<file path="src/rtl/dm_port_arbiter_if.sv">
// rtl/dm_port_arbiter_if.sv - Data-memory port bundle shared by CPU, loader and MMU.
interface dm_port_arbiter_if;
   logic        m0_req;
   logic        m0_we;
   logic [31:0] m0_addr;
   logic [31:0] m0_wdata;
   logic [3:0]  m0_be;
   logic        m0_signed;
   logic        m0_gnt;
   logic        m0_rvalid;
   logic [31:0] m0_rdata;

   logic        m1_req;
   logic        m1_we;
   logic [31:0] m1_addr;
   logic [31:0] m1_wdata;
   logic [3:0]  m1_be;
   logic        m1_signed;
   logic        m1_lock;
   logic        m1_gnt;
   logic        m1_rvalid;
   logic [31:0] m1_rdata;

   logic        dm_we;
   logic [31:0] dm_addr;
   logic [31:0] dm_di;
   logic [3:0]  dm_be;
   logic        is_signed;
   logic [31:0] dm_do;
   logic        cpu_stall;

   modport slave (
      input  m0_req, m0_we, m0_addr, m0_wdata, m0_be, m0_signed,
      input  m1_req, m1_we, m1_addr, m1_wdata, m1_be, m1_signed, m1_lock,
      input  dm_do,
      output m0_gnt, m0_rvalid, m0_rdata,
      output m1_gnt, m1_rvalid, m1_rdata,
      output dm_we, dm_addr, dm_di, dm_be, is_signed, cpu_stall
   );

   modport master (
      output m0_req, m0_we, m0_addr, m0_wdata, m0_be, m0_signed,
      output m1_req, m1_we, m1_addr, m1_wdata, m1_be, m1_signed, m1_lock,
      output dm_do,
      input  m0_gnt, m0_rvalid, m0_rdata,
      input  m1_gnt, m1_rvalid, m1_rdata,
      input  dm_we, dm_addr, dm_di, dm_be, is_signed, cpu_stall
   );
endinterface

</file>
<file path="src/rtl/dm_port_arbiter.sv">
// rtl/dm_port_arbiter.sv - CPU/loader arbiter for the single MMU data-memory port.
module dm_port_arbiter #(
   parameter int MAX_WAIT = 8,
   parameter int WAIT_W   = 8
) (
   input logic               clk,
   input logic               resetb,
   dm_port_arbiter_if.slave  bus
);
   localparam logic [0:0] ST_UNLOCKED = 1'b0;
   localparam logic [0:0] ST_LOCKED   = 1'b1;

   localparam logic [1:0] OWN_NONE = 2'd0;
   localparam logic [1:0] OWN_M0   = 2'd1;
   localparam logic [1:0] OWN_M1   = 2'd2;

   localparam logic [WAIT_W-1:0] WAIT_LIMIT = WAIT_W'(MAX_WAIT);

   logic [0:0]        lock_st;
   logic [WAIT_W-1:0] wait_cnt;
   logic [1:0]        owner_p;
   logic              locked;
   logic              starved;
   logic              grant_m0;
   logic              grant_m1;

   assign locked  = (lock_st == ST_LOCKED);
   assign starved = (wait_cnt == WAIT_LIMIT);

   // While locked the CPU is shut out even if the loader momentarily drops req.
   assign grant_m1 = bus.m1_req && (locked || starved || !bus.m0_req);
   assign grant_m0 = bus.m0_req && !locked && !grant_m1;

   always_comb begin
      bus.dm_we     = 1'b0;
      bus.dm_addr   = 32'h0;
      bus.dm_di     = 32'h0;
      bus.dm_be     = 4'b0000;
      bus.is_signed = 1'b0;
      if (grant_m1) begin
         bus.dm_we     = bus.m1_we;
         bus.dm_addr   = bus.m1_addr;
         bus.dm_di     = bus.m1_wdata;
         bus.dm_be     = bus.m1_be;
         bus.is_signed = bus.m1_signed;
      end else if (grant_m0) begin
         bus.dm_we     = bus.m0_we;
         bus.dm_addr   = bus.m0_addr;
         bus.dm_di     = bus.m0_wdata;
         bus.dm_be     = bus.m0_be;
         bus.is_signed = bus.m0_signed;
      end
   end

   always_ff @(posedge clk) begin
      if (!resetb) begin
         lock_st  <= ST_UNLOCKED;
         wait_cnt <= '0;
         owner_p  <= OWN_NONE;
      end else begin
         owner_p <= grant_m1 ? OWN_M1 : (grant_m0 ? OWN_M0 : OWN_NONE);

         if (!bus.m1_req || grant_m1)
            wait_cnt <= '0;
         else if (!starved)
            wait_cnt <= wait_cnt + 1'b1;

         if (lock_st == ST_UNLOCKED) begin
            if (grant_m1 && bus.m1_lock)
               lock_st <= ST_LOCKED;
         end else begin
            if (!bus.m1_lock || !bus.m1_req)
               lock_st <= ST_UNLOCKED;
         end
      end
   end

   assign bus.m0_gnt    = grant_m0;
   assign bus.m1_gnt    = grant_m1;
   assign bus.cpu_stall = bus.m0_req && !grant_m0;

   assign bus.m0_rvalid = (owner_p == OWN_M0);
   assign bus.m1_rvalid = (owner_p == OWN_M1);
   assign bus.m0_rdata  = (owner_p == OWN_M0) ? bus.dm_do : 32'h0;
   assign bus.m1_rdata  = (owner_p == OWN_M1) ? bus.dm_do : 32'h0;
endmodule

</file>
<file path="src/flat_wrapper.sv">
// flat-port wrapper written by rule: the top's interface ports become plain ports
module dm_port_arbiter_flat 
#(
   parameter int MAX_WAIT = 8,
   parameter int WAIT_W   = 8
)
  (clk, resetb, bus_m0_req, bus_m0_we, bus_m0_addr, bus_m0_wdata, bus_m0_be, bus_m0_signed, bus_m1_req, bus_m1_we, bus_m1_addr, bus_m1_wdata, bus_m1_be, bus_m1_signed, bus_m1_lock, bus_dm_do, bus_m0_gnt, bus_m0_rvalid, bus_m0_rdata, bus_m1_gnt, bus_m1_rvalid, bus_m1_rdata, bus_dm_we, bus_dm_addr, bus_dm_di, bus_dm_be, bus_is_signed, bus_cpu_stall);
  dm_port_arbiter_if bus_i ();
  input logic clk;
  input logic resetb;
  input wire logic [$bits(bus_i.m0_req)-1:0] bus_m0_req;
  input wire logic [$bits(bus_i.m0_we)-1:0] bus_m0_we;
  input wire logic [$bits(bus_i.m0_addr)-1:0] bus_m0_addr;
  input wire logic [$bits(bus_i.m0_wdata)-1:0] bus_m0_wdata;
  input wire logic [$bits(bus_i.m0_be)-1:0] bus_m0_be;
  input wire logic [$bits(bus_i.m0_signed)-1:0] bus_m0_signed;
  input wire logic [$bits(bus_i.m1_req)-1:0] bus_m1_req;
  input wire logic [$bits(bus_i.m1_we)-1:0] bus_m1_we;
  input wire logic [$bits(bus_i.m1_addr)-1:0] bus_m1_addr;
  input wire logic [$bits(bus_i.m1_wdata)-1:0] bus_m1_wdata;
  input wire logic [$bits(bus_i.m1_be)-1:0] bus_m1_be;
  input wire logic [$bits(bus_i.m1_signed)-1:0] bus_m1_signed;
  input wire logic [$bits(bus_i.m1_lock)-1:0] bus_m1_lock;
  input wire logic [$bits(bus_i.dm_do)-1:0] bus_dm_do;
  output wire logic [$bits(bus_i.m0_gnt)-1:0] bus_m0_gnt;
  output wire logic [$bits(bus_i.m0_rvalid)-1:0] bus_m0_rvalid;
  output wire logic [$bits(bus_i.m0_rdata)-1:0] bus_m0_rdata;
  output wire logic [$bits(bus_i.m1_gnt)-1:0] bus_m1_gnt;
  output wire logic [$bits(bus_i.m1_rvalid)-1:0] bus_m1_rvalid;
  output wire logic [$bits(bus_i.m1_rdata)-1:0] bus_m1_rdata;
  output wire logic [$bits(bus_i.dm_we)-1:0] bus_dm_we;
  output wire logic [$bits(bus_i.dm_addr)-1:0] bus_dm_addr;
  output wire logic [$bits(bus_i.dm_di)-1:0] bus_dm_di;
  output wire logic [$bits(bus_i.dm_be)-1:0] bus_dm_be;
  output wire logic [$bits(bus_i.is_signed)-1:0] bus_is_signed;
  output wire logic [$bits(bus_i.cpu_stall)-1:0] bus_cpu_stall;
  assign bus_i.m0_req = bus_m0_req;
  assign bus_i.m0_we = bus_m0_we;
  assign bus_i.m0_addr = bus_m0_addr;
  assign bus_i.m0_wdata = bus_m0_wdata;
  assign bus_i.m0_be = bus_m0_be;
  assign bus_i.m0_signed = bus_m0_signed;
  assign bus_i.m1_req = bus_m1_req;
  assign bus_i.m1_we = bus_m1_we;
  assign bus_i.m1_addr = bus_m1_addr;
  assign bus_i.m1_wdata = bus_m1_wdata;
  assign bus_i.m1_be = bus_m1_be;
  assign bus_i.m1_signed = bus_m1_signed;
  assign bus_i.m1_lock = bus_m1_lock;
  assign bus_i.dm_do = bus_dm_do;
  assign bus_m0_gnt = bus_i.m0_gnt;
  assign bus_m0_rvalid = bus_i.m0_rvalid;
  assign bus_m0_rdata = bus_i.m0_rdata;
  assign bus_m1_gnt = bus_i.m1_gnt;
  assign bus_m1_rvalid = bus_i.m1_rvalid;
  assign bus_m1_rdata = bus_i.m1_rdata;
  assign bus_dm_we = bus_i.dm_we;
  assign bus_dm_addr = bus_i.dm_addr;
  assign bus_dm_di = bus_i.dm_di;
  assign bus_dm_be = bus_i.dm_be;
  assign bus_is_signed = bus_i.is_signed;
  assign bus_cpu_stall = bus_i.cpu_stall;
  dm_port_arbiter #(.MAX_WAIT(MAX_WAIT), .WAIT_W(WAIT_W)) u_core (.clk(clk), .resetb(resetb), .bus(bus_i));
endmodule
</file>
<file path="config.mk">
export PLATFORM = sky130hd
export DESIGN_NAME = dm_port_arbiter_flat
export DESIGN_NICKNAME = d
export VERILOG_FILES = /design/src/rtl/dm_port_arbiter_if.sv /design/src/rtl/dm_port_arbiter.sv /design/src/flat_wrapper.sv
export SDC_FILE = /design/constraint.sdc
export NUM_CORES = 1
export LEC_CHECK = 0
export ABC_CLOCK_PERIOD_IN_PS = 3200
export BUFFER_PORTS_ARGS = -buffer_cell sky130_fd_sc_hd__buf_2
export CAP_MARGIN = 10
export CORE_AREA = 2 2 122 124
export CTS_BUF_LIST = sky130_fd_sc_hd__clkbuf_2 sky130_fd_sc_hd__clkbuf_4 sky130_fd_sc_hd__clkbuf_8
export CTS_CLUSTER_SIZE = 20
export DETAILED_ROUTE_END_ITERATION = 8
export DIE_AREA = 0 0 124 126
export SLEW_MARGIN = 20
export SYNTH_ARGS = -nofsm -noshare
export SYNTH_HDL_FRONTEND = slang
export SYNTH_SLANG_ARGS = --single-unit
export TNS_END_PERCENT = 10
</file>
<file path="constraint.sdc">
create_clock -name clk -period 3.2 [get_ports clk]
set_input_delay 0.32 -clock clk [delete_from_list [all_inputs] [get_ports clk]]
set_output_delay 0.32 -clock clk [all_outputs]
set_load 0.03 [all_outputs]
</file>
== After elaboration in Yosys (flattened, before gate mapping) ==
Cells that the tools add are included.

* Word-level logic and storage cells: 43
* Output and inout port bits: 139
* Flip-flop bits (word level): 11

* Bitwise operators: 1
* Equal/unequal tests: 3
* Reduce and logical (&&, ||, !) cells: 17
* Multiplexer cells: 17
* Add/sub/neg operators: 1

{| class="wikitable"
|+ Operator list
! kind !! count
|-
| $mux W32 || 6
|-
| $add A8 B1 Y8 const B || 1
|-
| $eq A8 B4 Y1 const B || 1
|-
| $mux W1 || 8
|-
| $mux W4 || 2
|-
| $logic_not A1 Y1 || 6
|-
| $logic_and A1 B1 Y1 || 5
|-
| $logic_or A1 B1 Y1 || 4
|-
| $reduce_or A2 Y1 || 2
|-
| $eq A2 B1 Y1 const B || 1
|-
| $eq A2 B2 Y1 const B || 1
|-
| $mux W2 || 1
|-
| $not A1 Y1 || 1
|}

== Longest topological paths before layout ==
* Depth in word-level cells: 8
* Mapped depth: 7
* Gate-level depth less buffers: 5

== Least setup slack after synthesis ==
Ideal clock, no wire load.

* Kind: register -> output
* From: register u_core.wait_cnt[4]
* To: output port bus_dm_addr[22]
* Arrival: 1.828 ns
* Cell stages (with the launch flop): 6
* Setup slack: 1.052 ns
* Path through: dfxtp_1 -> or4_1 -> buf_2 -> o22ai_2 -> buf_2 -> a22o_1

* Longest elaborated chain between the ends: 8

{| class="wikitable"
|+ RTL lines
! what !! line !! RTL
|-
| from (decl) || dm_port_arbiter.sv:20 || <nowiki>logic [WAIT_W-1:0] wait_cnt;</nowiki>
|-
| from (signal assigned) || dm_port_arbiter.sv:66 || <nowiki>wait_cnt <= wait_cnt + 1'b1;</nowiki>
|-
| $eq A8 B4 Y1 (*) || dm_port_arbiter.sv:28 || <nowiki>assign starved = (wait_cnt == WAIT_LIMIT);</nowiki>
|-
| $logic_or A1 B1 Y1 (*) (2 in series) || dm_port_arbiter.sv:31 || <nowiki>assign grant_m1 = bus.m1_req && (locked || starved || !bus.m0_req);</nowiki>
|-
| $logic_and A1 B1 Y1 (*) || dm_port_arbiter.sv:31 ||
|-
| named net bus_m1_gnt || flat_wrapper.sv:28 || <nowiki>output wire logic [$bits(bus_i.m1_gnt)-1:0] bus_m1_gnt;</nowiki>
|-
| $logic_not A1 Y1 || dm_port_arbiter.sv:32 || <nowiki>assign grant_m0 = bus.m0_req && !locked && !grant_m1;</nowiki>
|-
| $logic_and A1 B1 Y1 || dm_port_arbiter.sv:32 ||
|-
| $mux W32 || dm_port_arbiter.sv:46 || <nowiki>end else if (grant_m0) begin</nowiki>
|-
| $mux W32 (*) || dm_port_arbiter.sv:40 || <nowiki>if (grant_m1) begin</nowiki>
|-
| to (decl) || flat_wrapper.sv:32 || <nowiki>output wire logic [$bits(bus_i.dm_addr)-1:0] bus_dm_addr;</nowiki>
|}

Mark *: on every way through the listed nets, which the timed path passes. The rest lies on a longest branch.

== Worst setup path after layout ==
* From: register u_core.wait_cnt[4]
* To: output port bus_dm_addr[6]

* Longest elaborated chain between the ends: 8

{| class="wikitable"
|+ RTL lines
! what !! line
|-
| $eq A8 B4 Y1 (*) || dm_port_arbiter.sv:28
|-
| $logic_or A1 B1 Y1 (*) (2 in series) || dm_port_arbiter.sv:31
|-
| $logic_and A1 B1 Y1 (*) || dm_port_arbiter.sv:31
|-
| $logic_not A1 Y1 || dm_port_arbiter.sv:32
|-
| $logic_and A1 B1 Y1 || dm_port_arbiter.sv:32
|-
| $mux W32 || dm_port_arbiter.sv:46
|-
| $mux W32 (*) || dm_port_arbiter.sv:40
|}

Mark *: on every way between the ends. The rest lies on a longest branch, timed or not.

==> flow_summary.toml <==
[final_layout]
final.fill_count = 1606
nets = 701
stdcell_count = 705
drive_above_1_share = 0.6411
area_growth_pct = 108.4
diodes = 0
final_cell_mix = "buf_2, a22o_1, and2_1"
final_common_cell = "buf_2"

[die]
core-area_um2 = 14310
dieArea_um2 = 15620
initial_core_util = 0.1171
rows = 44
dieWidth_um = 124
io_pins = 316
die_height_um = 126

[route]
drtPass1Iterations = 4
vias = 2879
routed_wl_mm = 9.219
viasPerCell = 4.084
drt_iter0_drc = 120
antenna_left = 0
drc_errors = 0
wl_per_cell_um = 13.08

[clocking]
clkTransAtPathRegs_ns = 0.05
post_cts_buffers = 0
cts_tree = "built"
insertion_delay_ns = 0.24
cts_max_level = 1
hold_buffers = 0
clock-sinks = 11
ctsResizeCount = 0
clock-root-buffer = "clkbuf_8"
cts_buffer_depth = 2
cts_made_buffers = 3

[worst_hold_path]
min_path_type = "in2reg"

[placement]
place_hpwl_mm = 7.830
io_buffers = 315
place_worst_setup_slack_ns = 0.7594
gp_congestion = 0.7667
dp_cells = 701

[global_routing]
grtUsageMet2 = 0.1946
grt_max_degree = 73
grt.busiest_layer = "met2"
antenna_found_initial = 0
grt_use_met1 = 0.1246
grt-ovfl-total = 0
grt_pass1_vias = 2481
use_met3 = 0.009964
grtUsageTotal = 0.1023
grt_first_pass_wirelength_mm = 12.59

[critical_path]
cp_slowest_cell = "or4_1"
worstPathArrival_ns = 2.36
cp_cell_sequence = "or4_1 -> o21a_2 -> buf_4 -> a22o_1 -> buf_2"
crit_buf_inv = 2
crit_fanout = 72
end_kind = "output pin"
slowest_delay_ns = 0.67
start_kind = "flip-flop"
critical_path_required_ns = 2.88
crit_type = "reg2out"
critical-path-top-delay-family = "simple AND/OR/NAND/NOR gates"

[timing]
relSlewSlack = 0.4767
slew_violations = 0
rsz0062_at_grt = "false"
max_clock_freq_mhz = 372.8
setup_viol = 0
fin_ws_ns = 0.5177
hold_viol_final = 0
tightestPinTransition_ns = 0.7814
skew_ns = 0.002082
fin_tns_setup_ns = 0
finalCritPeriodShare = 0.8382
min_period_ns = 2.682
whs_ns = 0.3291

[logic_synthesis]
yosysSeqAreaShare = 0.1313
synth_seq_cells = 11
netlist_area_um2 = 1677
synth_async_sr_flop_share = 0
synth_area_per_cell_um2 = 7.835
synthFlopType = "dfxtp_1"
ys_warn_count = 0
synth_cell_types = 28
synth_edf_count = 0
netlist_instances = 214
syn_nets = 393

[run_status]
status = "finished, final reports clean"

[job]
drv_cap = 0

[power_and_ir_drop]
p_per_area_nw_per_um2 = 249.2
leakage_uw = 0.002126
vdd_drop_max_v = 0.0001936
p_total_uw = 870.5
## final timing paths
kind | to | depth (start not counted) | start | slack (ns)
max | bus_dm_addr[6] | 5 | u_core.wait_cnt[4] | 0.52
min | u_core.owner_p[0] | 2 | resetb | 0.33
max reg2reg | u_core.owner_p[0] | 4 | u_core.wait_cnt[4] | 1.26
min reg2reg | u_core.wait_cnt[0] | 1 | u_core.wait_cnt[0] | 0.46
## synth_stat cells (all sizes together) (2+ instances only)
master | instances | area share
nor2b | 3 | 0.011
nand3 | 3 | 0.0090
buf | 16 | 0.078
and2 | 65 | 0.24
a22o | 70 | 0.37
dfxtp | 11 | 0.13
inv | 5 | 0.011
nor2 | 5 | 0.011
a21oi | 4 | 0.012
o21ai | 4 | 0.012
nand2 | 2 | 0.0045
o21a | 2 | 0.0090
or3 | 3 | 0.011
nand4b | 2 | 0.010
clkbuf | 6 | 0.013
ha | 2 | 0.015
## per-layer routing
layer,up-vias,wire length [µm]
met5,-,0
met4,0,24
met3,4,882
met2,192,4816
met1,1276,3496
li1,1407,-
## cell families (layout without fill, tap and decap cells)
family                     count (synthesis)  count (layout)  synth area share
xor gates and xnor gates                   2               2           0.01045
adders and majority gates                  2               2           0.01492
AOI/OAI and AO/OA                         83              83            0.4157
and+or+nand+nor                           89              89            0.3254
buffers and inverters                     27             334            0.1022
DFF                                       11              11            0.1313
## cell type report
| cell class | instances | area [µm²] | area share |
|---|---|---|---|
| Timing Repair Buffer | 325 | 1677 | 0.4799 |
| Multi-Input combinational cell | 176 | 1299 | 0.3718 |
| Tap cell | 184 | 230.2 | 0.06590 |
| Sequential cell | 11 | 220.2 | 0.06304 |
| Clock buffer | 4 | 48.80 | 0.01397 |
| Inverter | 5 | 18.77 | 0.005372 |
## stage by stage
| step | utilization | cell area, µm² |
|---|---|---|
| 2_1_floorplan | - | 1677 |
| 3_3_place_gp | 0.2406 | 3445 |
| 3_5_place_dp | 0.2406 | 3445 |
| 4_1_cts | 0.2441 | 3493 |
| 5_1_grt | 0.2441 | 3493 |
| 6_report | 0.2441 | 3493 |
## state kept, by name, summed over array words and instances, names as in the netlist
signal and count:
u_core.lock_st 1, u_core.owner_p 2, u_core.wait_cnt 8
## report_power, final
part / internal (µW) / leakage, µW / switching [µW]
registers: 140 / 0.0000892 / 1.61
logic: 226 / 0.00201 / 358
clock network: 95.7 / 0.0000262 / 49.4
## worst reg2reg max path: cells and delay by family (launching register included)
| kind | cells | cell delay, ns |
|---|---|---|
| AO/OA/AOI/OAI | 1 | 0.26 |
| buffers and inverters | 1 | 0.30 |
| flip-flops | 1 | 0.34 |
| AND/OR/NAND/NOR | 2 | 0.93 |
(Power assumes the default switching activity.)
